### src/rtl/uart_pkg.sv
// Shared UART constants and receiver state encoding.
// The transmitter uses the same constants.
package uart_pkg;
  localparam int CLKS_PER_BIT_DEFAULT = 414;
  localparam int UART_DATA_BITS       = 8;

  typedef enum logic [2:0] {IDLE, START, DATA, STOP, BREAK} rx_state_t;
endpackage

### src/rtl/uart_sync2.sv
// Two-flop synchronizer for an asynchronous input.
// Reset forces the output to the line-idle level.
module uart_sync2 (
  input  logic i_clk,
  input  logic i_rst_n,
  input  logic i_d,
  output logic o_q
);
  logic r_s1, r_s2;

  always_ff @(posedge i_clk) begin
    if (!i_rst_n) begin
      r_s1 <= 1'b1;
      r_s2 <= 1'b1;
    end else begin
      r_s1 <= i_d;
      r_s2 <= r_s1;
    end
  end

  assign o_q = r_s2;
endmodule

### src/rtl/uart_rx.sv
// 8N1 UART receiver with mid-bit sampling and a one-entry valid/ready holding
// register. Framing errors and overruns are reported as one-cycle pulses.
module uart_rx
  import uart_pkg::*;
#(
  parameter int CLKS_PER_BIT = CLKS_PER_BIT_DEFAULT,
  parameter int DATA_BITS    = UART_DATA_BITS
) (
  input  logic                 CLKIN,
  input  logic                 RESETN,
  input  logic                 rx,
  output logic [DATA_BITS-1:0] data,
  output logic                 valid,
  input  logic                 ready,
  output logic                 frame_err,
  output logic                 overrun
);
  localparam int H     = CLKS_PER_BIT / 2;
  localparam int CNT_W = $clog2(CLKS_PER_BIT);
  localparam int IDX_W = $clog2(DATA_BITS + 1);
  localparam logic [CNT_W-1:0] CNT_HALF = CNT_W'(H - 1);
  localparam logic [CNT_W-1:0] CNT_LAST = CNT_W'(CLKS_PER_BIT - 1);
  localparam logic [IDX_W-1:0] IDX_LAST = IDX_W'(DATA_BITS - 1);

  logic                 w_rxs;
  rx_state_t            r_state;
  logic [CNT_W-1:0]     r_cnt;
  logic [IDX_W-1:0]     r_idx;
  logic [DATA_BITS-1:0] r_shift;
  logic [DATA_BITS-1:0] r_data;
  logic                 r_done, r_valid, r_fe, r_ov;

  uart_sync2 u_sync (
    .i_clk   (CLKIN),
    .i_rst_n (RESETN),
    .i_d     (rx),
    .o_q     (w_rxs)
  );

  always_ff @(posedge CLKIN) begin
    if (!RESETN) begin
      r_state <= IDLE;
      r_cnt   <= '0;
      r_idx   <= '0;
      r_shift <= '0;
      r_data  <= '0;
      r_done  <= 1'b0;
      r_valid <= 1'b0;
      r_fe    <= 1'b0;
      r_ov    <= 1'b0;
    end else begin
      r_done <= 1'b0;
      r_fe   <= 1'b0;
      r_ov   <= 1'b0;

      // A completed byte lands one cycle after the stop-bit sample; a
      // simultaneous accept frees the slot on that same edge.
      if (r_done) begin
        if (!r_valid || ready) begin
          r_data  <= r_shift;
          r_valid <= 1'b1;
        end else begin
          r_ov <= 1'b1;
        end
      end else if (r_valid && ready) begin
        r_valid <= 1'b0;
      end

      case (r_state)
        IDLE: begin
          r_cnt <= '0;
          if (!w_rxs) r_state <= START;
        end
        START: begin
          if (r_cnt == CNT_HALF) begin
            r_cnt   <= '0;
            r_idx   <= '0;
            r_state <= w_rxs ? IDLE : DATA;
          end else begin
            r_cnt <= r_cnt + 1'b1;
          end
        end
        DATA: begin
          if (r_cnt == CNT_LAST) begin
            r_cnt   <= '0;
            r_shift <= {w_rxs, r_shift[DATA_BITS-1:1]};
            if (r_idx == IDX_LAST) begin
              r_idx   <= '0;
              r_state <= STOP;
            end else begin
              r_idx <= r_idx + 1'b1;
            end
          end else begin
            r_cnt <= r_cnt + 1'b1;
          end
        end
        STOP: begin
          if (r_cnt == CNT_LAST) begin
            r_cnt <= '0;
            if (w_rxs) begin
              r_done  <= 1'b1;
              r_state <= IDLE;
            end else begin
              r_fe    <= 1'b1;
              r_state <= BREAK;
            end
          end else begin
            r_cnt <= r_cnt + 1'b1;
          end
        end
        BREAK: begin
          r_cnt <= '0;
          if (w_rxs) r_state <= IDLE;
        end
        default: r_state <= IDLE;
      endcase
    end
  end

  assign data      = r_data;
  assign valid     = r_valid;
  assign frame_err = r_fe;
  assign overrun   = r_ov;
endmodule

### config.mk
export PLATFORM = sky130hd
export DESIGN_NAME = uart_rx
export DESIGN_NICKNAME = d
export VERILOG_FILES = /design/src/rtl/uart_pkg.sv /design/src/rtl/uart_sync2.sv /design/src/rtl/uart_rx.sv
export SDC_FILE = /design/constraint.sdc
export NUM_CORES = 1
export LEC_CHECK = 0
export ABC_AREA = 1
export CAP_MARGIN = 0
export CORE_ASPECT_RATIO = 0.5
export CORE_MARGIN = 1.5
export CORE_UTILIZATION = 25
export CTS_CLUSTER_SIZE = 10
export DETAILED_ROUTE_END_ITERATION = 8
export GPL_ROUTABILITY_DRIVEN = 0
export PLACE_DENSITY = 0.48
export SLEW_MARGIN = 20
export SYNTH_ARGS = -nofsm -noshare
export SYNTH_HDL_FRONTEND = slang
export SYNTH_SLANG_ARGS = --single-unit
### constraint.sdc
create_clock -name CLKIN -period 1.5 [get_ports CLKIN]
set_input_delay 0.375 -clock CLKIN [delete_from_list [all_inputs] [get_ports CLKIN]]
set_output_delay 0.375 -clock CLKIN [all_outputs]
set_load 0.05 [all_outputs]
## Word level (Yosys, flattened, before mapping)

Index checks and enable logic that the tools add are counted.

| operators by class | value |
|---|---|
| add/subtract/negate cells | 2 |
| eq/ne operators | 14 |
| muxes and demuxes | 22 |
| reductions and logical operators | 16 |

Operators by type and width:

| kind | number |
|---|---|
| 9-bit case mux with 3 select lines | 1 |
| 3-bit 2-to-1 mux | 7 |
| 9-bit 2-to-1 mux | 2 |
| 3-bit case mux with 5 select lines | 1 |
| 4-bit 2-to-1 mux | 3 |
| 2-bit != test, second input constant | 5 |
| 9-bit by 1-bit adder with 9-bit output, second input constant | 1 |
| 9-bit by 8-bit equality test with 1-bit output, second input constant | 1 |
| 9-bit equality test, second input constant | 1 |
| 4-bit case mux with 2 select lines | 1 |
| 2-bit AND reduction | 4 |
| 3-bit by 2-bit equality test with 1-bit output, second input constant | 2 |
| 1-bit 2-to-1 mux | 6 |
| 3-bit AND reduction | 2 |
| 6-bit AND reduction | 1 |
| 4-bit by 1-bit adder with 4-bit output, second input constant | 1 |
| 4-bit by 3-bit equality test with 1-bit output, second input constant | 1 |
| 2-bit by 1-bit != test with 1-bit output, second input constant | 2 |
| 2-bit nonzero test | 2 |
| 2-bit OR reduction | 2 |
| 3-bit by 1-bit equality test with 1-bit output, second input constant | 1 |
| 3-bit equality test, second input constant | 1 |
| 3-bit zero test | 1 |
| 3-bit nonzero test | 1 |
| other kinds (4) | 4 |

| word-level totals | value |
|---|---|
| register bits | 38 |
| bits of input ports | 4 |
| output and inout port bits | 11 |
| logic and storage cells | 65 |

## Longest topological paths before layout

| logic depth | value |
|---|---|
| depth in word-level cells | 4 |
| depth in mapped cells | 10 |
| mapped depth without buffers | 10 |

## Cells and area by module

A second synthesis with hierarchy kept.

| second synthesis, totals | value |
|---|---|
| cells, all modules | 235 |
| area, all modules | 1725.4 um^2 |

Modules (own cells, without submodules):

| module | times used | cells each | area each (um^2) | seq. area each (um^2) |
|---|---|---|---|---|
| uart_rx | 1 | 229 | 1670.4 | 720.7 |
| uart_sync2 | 1 | 6 | 55.1 | 40.0 |

## Worst setup path before layout

No wires, ideal clock.

| timing | value |
|---|---|
| path type | reg2reg |
| from | register r_valid (netlist: valid) |
| to | register r_data[3] (netlist: data[3]) |
| setup time | 120 ps |
| arrival | 1236 ps |
| data required time | 1380 ps |
| path slack | 144 ps |
| stages on the path, launching flop included | 7 |
| path buffers | 1 |
| clock period less this slack | 1356 ps |
| path through | dfxtp_1 inv_1 nor2_1 nor2_1 buf_2 o21ai_0 a21oi_1 |

| on the way | value |
|---|---|
| word-level cells in the longest chain between the ends | 3 |

RTL lines:

| what | RTL line | text |
|---|---|---|
| start, declared | uart_rx.sv:31 | `logic r_done, r_valid, r_fe, r_ov;` |
| start signal, assigned | uart_rx.sv:48 | `r_valid <= 1'b0;` |
| start signal, assigned | uart_rx.sv:61 | `r_valid <= 1'b1;` |
| start signal, assigned | uart_rx.sv:66 | `r_valid <= 1'b0;` |
| 1-bit zero test | uart_rx.sv:59 | `if (!r_valid \|\| ready) begin` |
| 1-bit logical OR | uart_rx.sv:59 |  |
| 2-bit AND reduction (no line) | -- |  |
| end signal, assigned | uart_rx.sv:60 | `r_data <= r_shift;` |
| end, declared | uart_rx.sv:30 | `logic [DATA_BITS-1:0] r_data;` |

Every way passes these cells.
A chain may end at the register's enable or synchronous reset.

## Worst setup path in the final report

| timing | value |
|---|---|
| from | register r_cnt[1] |
| to | register r_cnt[2] |

| on the way | value |
|---|---|
| word-level cells in the longest chain between the ends | 3 |
| elaborated cells on any way between the ends | 6 |
| those cells by class | add/sub: 1; eq/ne: 2; mux: 3 |

RTL lines:

| what | RTL line | text |
|---|---|---|
| start, declared | uart_rx.sv:27 | `logic [CNT_W-1:0] r_cnt;` |
| start signal, assigned | uart_rx.sv:80 | `r_cnt <= r_cnt + 1'b1;` |
| start signal, assigned | uart_rx.sv:94 | `r_cnt <= r_cnt + 1'b1;` |
| start signal, assigned | uart_rx.sv:108 | `r_cnt <= r_cnt + 1'b1;` |
| 9-bit by 1-bit adder with 9-bit output, or another cell as far along | uart_rx.sv:80, uart_rx.sv:94, uart_rx.sv:108 |  |
| 9-bit 2-to-1 mux, on equally long branches | uart_rx.sv:84, uart_rx.sv:98, uart_rx.sv:75 |  |
| 9-bit case mux with 3 select lines (*) | uart_rx.sv:69 | `case (r_state)` |

Every way passes the cells marked *; elsewhere a longest branch is shown, timed or not.

==> qor.log <==
[status] result of the run finished clean
[power_and_ir_drop] Max VDD drop 0.513 mV
[worst_setup_path] CP bufs+invs 1
[yosys] Warnings, synthesis 0
[floorplan] height of the die 63.2 um
[grt] number of antenna violations at the first check in global routing 0
[placement] number of input and output port buffers inserted 14
[worst_hold_path] Hold Startpoint u_sync.r_s1
[sta] total setup violations reported at the end of the flow 0
[worst_setup_path] minimum setup slack among reg-to-reg paths 0.1 ns
[cts] TritonCTS Buffers 5
[sta] worst clock skew 0.00275 ns
[yosys] Synth top area share 42.0%
[sta] hold slack final 0.420 ns
[worst_setup_path] type of origin of the critical path register
[grt] maximum number of pins on one net before global-route repair 19
[sta] minimum clock period after layout 1.40 ns
[power_and_ir_drop] P per Cell Area 1430 nW/um2
[grt] Remaining Overflow, GRT 0
[layout] post-synthesis to final-layout area growth 41.0%
[placement] DP Wirelength 2.77 mm
[worst_setup_path] category of cells accounting for the largest share of critical-path delay simple AND/OR/NAND/NOR gates
[cts] clock tree from TritonCTS built
[sta] peak clock frequency supported by timing 0.713 GHz
[power_and_ir_drop] Lkg Pwr 1.02 nW
[worst_setup_path] sort of element at the end of the critical path register
[placement] Placement Setup Slack -0.0112 ns
[drt] DRC errors left 0
[yosys] count of mapped cells out of synthesis 241
[grt] vias in the first global route 1515
[layout] proportion of layout cells with a drive suffix above 1 25.5%
[sta] Worst Tran Pin Value 0.313 ns
[yosys] most area-consuming cells after synthesis dfxtp_1, nor2_1, nand2_1
[worst_setup_path] category of the most critical setup path reg -> reg
[cts] CTS Sinks 38
[sta] max-slew violation count 0
[floorplan] floorplan core area 6830 um2
[yosys] #FFs+latches synth 38
[yosys] count of different cell masters after synthesis 29
[worst_hold_path] worst hold path depth 1
[worst_setup_path] highest cell delay on the worst timing path 0.32 ns
[drt] initial DRC count 63
[layout] number of fill cells 696
[layout] final-stage net count 282
[cts] H-tree depth 2
[cts] clock-pin transition on the worst setup and hold timing paths 0.06 ns
[drt] total wirelength of the detailed-routed design 3.74 mm
[cts] Clock Tree Buf Depth 2
[grt] wire length of the first global-routing pass 6.70 mm
[worst_setup_path] required time of the critical path 1.66 ns
[sta] Final Worst Setup Slack 0.0973 ns
[sta] Hold Vio Cnt, Final 0
[worst_setup_path] slowest cell on the critical path dfxtp_2
[floorplan] die width 123 um
[worst_setup_path] depth of the worst register-to-register path 9
[worst_setup_path] cell-by-cell trace of the critical path inv_1 -> ha_4 -> nand2_1 -> nor2_2 -> nand2_1 -> nand2_2 -> nand2_2 -> o21ai_4 -> nor2_1
[worst_setup_path] end of the worst register-to-register path r_cnt[2]
[worst_setup_path] RR Startpoint r_cnt[1]
[yosys] synthesized net count 249
[worst_setup_path] signal arrival time at the worst endpoint 1.57 ns
[worst_setup_path] crit path max fanout 7
[cts] Skew-Pair Late Insertion Delay 0.28 ns
[floorplan] count of boundary I/O pins 15
[sta] fin crit share 93.5%
[drt] antenna-violating nets left 0
[yosys] area of the mapped netlist 1810 um2
[grt] total global routing track utilization 10.7%
[drt] first-pass iteration count of the detailed router 4
[worst_hold_path] class of the tightest hold or removal check reg -> reg
[floorplan] Die ar. 7800 um2
[yosys] sequential-to-total area share from yosys stat 42.0%
[floorplan] initial standard-cell utilization of the core 26.5%
[worst_hold_path] hold path endpoint u_sync.o_q
[floorplan] number of core rows 21
[flow_run] max-capacitance violation count 0
[drt] Avg Vias per Cell 4.23
[cts] cell chosen for the clock root clkbuf_16
[drt] mean routed wirelength per cell 10.2 um
[yosys] Avg Inst Size Synth 7.52 um2
[drt] total number of vias 1552
[sta] worst-case headroom to the max-slew limit 79.0%
[yosys] leading area contributor after synthesis dfxtp_1
[layout] antenna fix cells 0
-- logic make-up (layout without fill, tap and decap cells) --
logic type,Yosys count,after routing,share of synthesized area (%)
buffers and inverters,39,73,9.12
AOI/OAI and AO/OA,34,34,13.1
adders and majority gates,4,4,2.76
and+or+nand+nor,122,122,31.1
DFF,38,38,42.0
xor gates and xnor gates,4,4,1.93
-- per-stage QoR --
step                util [%]  area [um2]  power (mW)  setup TNS [ns]  cells
floorplan                  -        1810        1.92               0    241
global placement        33.4        2280        2.13               0    357
detailed placement      33.4        2280        2.14         -0.0186    357
CTS                     36.3        2480        3.57               0    365
global route            37.4        2550        3.91        -0.00203    367
finish                  37.4        2550        3.64               0    367
-- what timing repair did --
| action | 4_1_cts | 5_1_grt |
|---|---|---|
| hold buffers | 0 | 0 |
| gates resized for setup | 0 | 17 |
| setup buffers | 0 | 2 |
| endpoints found under the hold margin | 0 | 0 |
| endpoints found under the setup margin | 0 | 19 |
-- worst max path at each step --
stage             start         end  slack [ns]  cells after the start
3_5_place_dp      ready     data[3]       -0.01                      6
4_1_cts        r_cnt[0]    r_cnt[6]        0.02                      8
3_3_place_gp      ready     data[0]        0.02                      6
2_1_floorplan     valid     data[3]        0.14                      6
6_report       r_cnt[1]    r_cnt[2]         0.1                      9
5_1_grt        r_idx[1]  r_state[2]      -0.002                      9
-- per-layer routing --
layer	wire [um]	global-route usage, %	vias up
met1	1900	13.9	706
met3	78	2.45	5
li1	-	-	828
met5	0	0	-
met4	34	3.45	0
met2	1730	17.7	13
-- state kept, by name, indices dropped and copies added (netlist names) --
| register | flops |
|---|---|
| valid | 1 |
| u_sync.o_q | 1 |
| frame_err | 1 |
| overrun | 1 |
| r_shift | 8 |
| r_idx | 4 |
| u_sync.r_s1 | 1 |
| data | 8 |
| r_done | 1 |
| r_cnt | 9 |
| r_state | 3 |
-- synthesized netlist by cell type --
library cell	instances
nor2_1	46
nand2_1	42
dfxtp_1	38
inv_1	32
nand3_1	14
a21oi_1	13
o21ai_0	11
a211oi_2	7
ha_1	4
buf_2	3
nor2_4	3
nor3_1	3
xor2_1	3
buf_4	2
nand2_2	2
nand2_4	2
nand4_1	2
nor2_2	2
or2_2	2
buf_6	1
inv_2	1
nand3_4	1
nand3b_1	1
nor3_2	1
nor3b_1	1
o21ai_1	1
o21ai_4	1
o21bai_1	1
xnor2_1	1
-- power breakdown --
| part | switching [mW] | internal, mW | total, mW |
|---|---|---|---|
| logic | 0.629 | 0.382 | 1.01 |
| clock network | 0.409 | 0.998 | 1.41 |
| registers | 0.117 | 1.11 | 1.23 |
-- cells in the final DEF (no fill, tap or decap), types with 2 or more instances in the layout --
master / synthesis / final
dfxtp_1: 38 / 36
nand4_1: 2 / 2
nand2_1: 42 / 39
ha_1: 4 / 2
clkdlybuf4s50_1: 0 / 3
nand3_1: 14 / 13
nor2_1: 46 / 44
or2_2: 2 / 2
o21ai_0: 11 / 11
nor2_2: 2 / 3
a211oi_2: 7 / 7
nand2_2: 2 / 5
buf_12: 0 / 13
bufinv_16: 0 / 2
ha_4: 0 / 2
buf_4: 2 / 15
nand2_4: 2 / 2
nor3_1: 3 / 3
clkbuf_16: 0 / 5
xor2_1: 3 / 3
inv_1: 32 / 31
nor2_4: 3 / 4
a21oi_1: 13 / 13
-- layout make-up --
type	instances	area [um2]	area share (%)
Clock buffer	6	139	5.44
Tap cell	92	115	4.51
Inverter	33	126	4.95
Clock inverter	2	60.1	2.35
Timing Repair Buffer	32	414	16.2
Multi-Input combinational cell	164	933	36.6
Sequential cell	38	766	30.0
No activity file was read; power rests on OpenSTA's default activity.
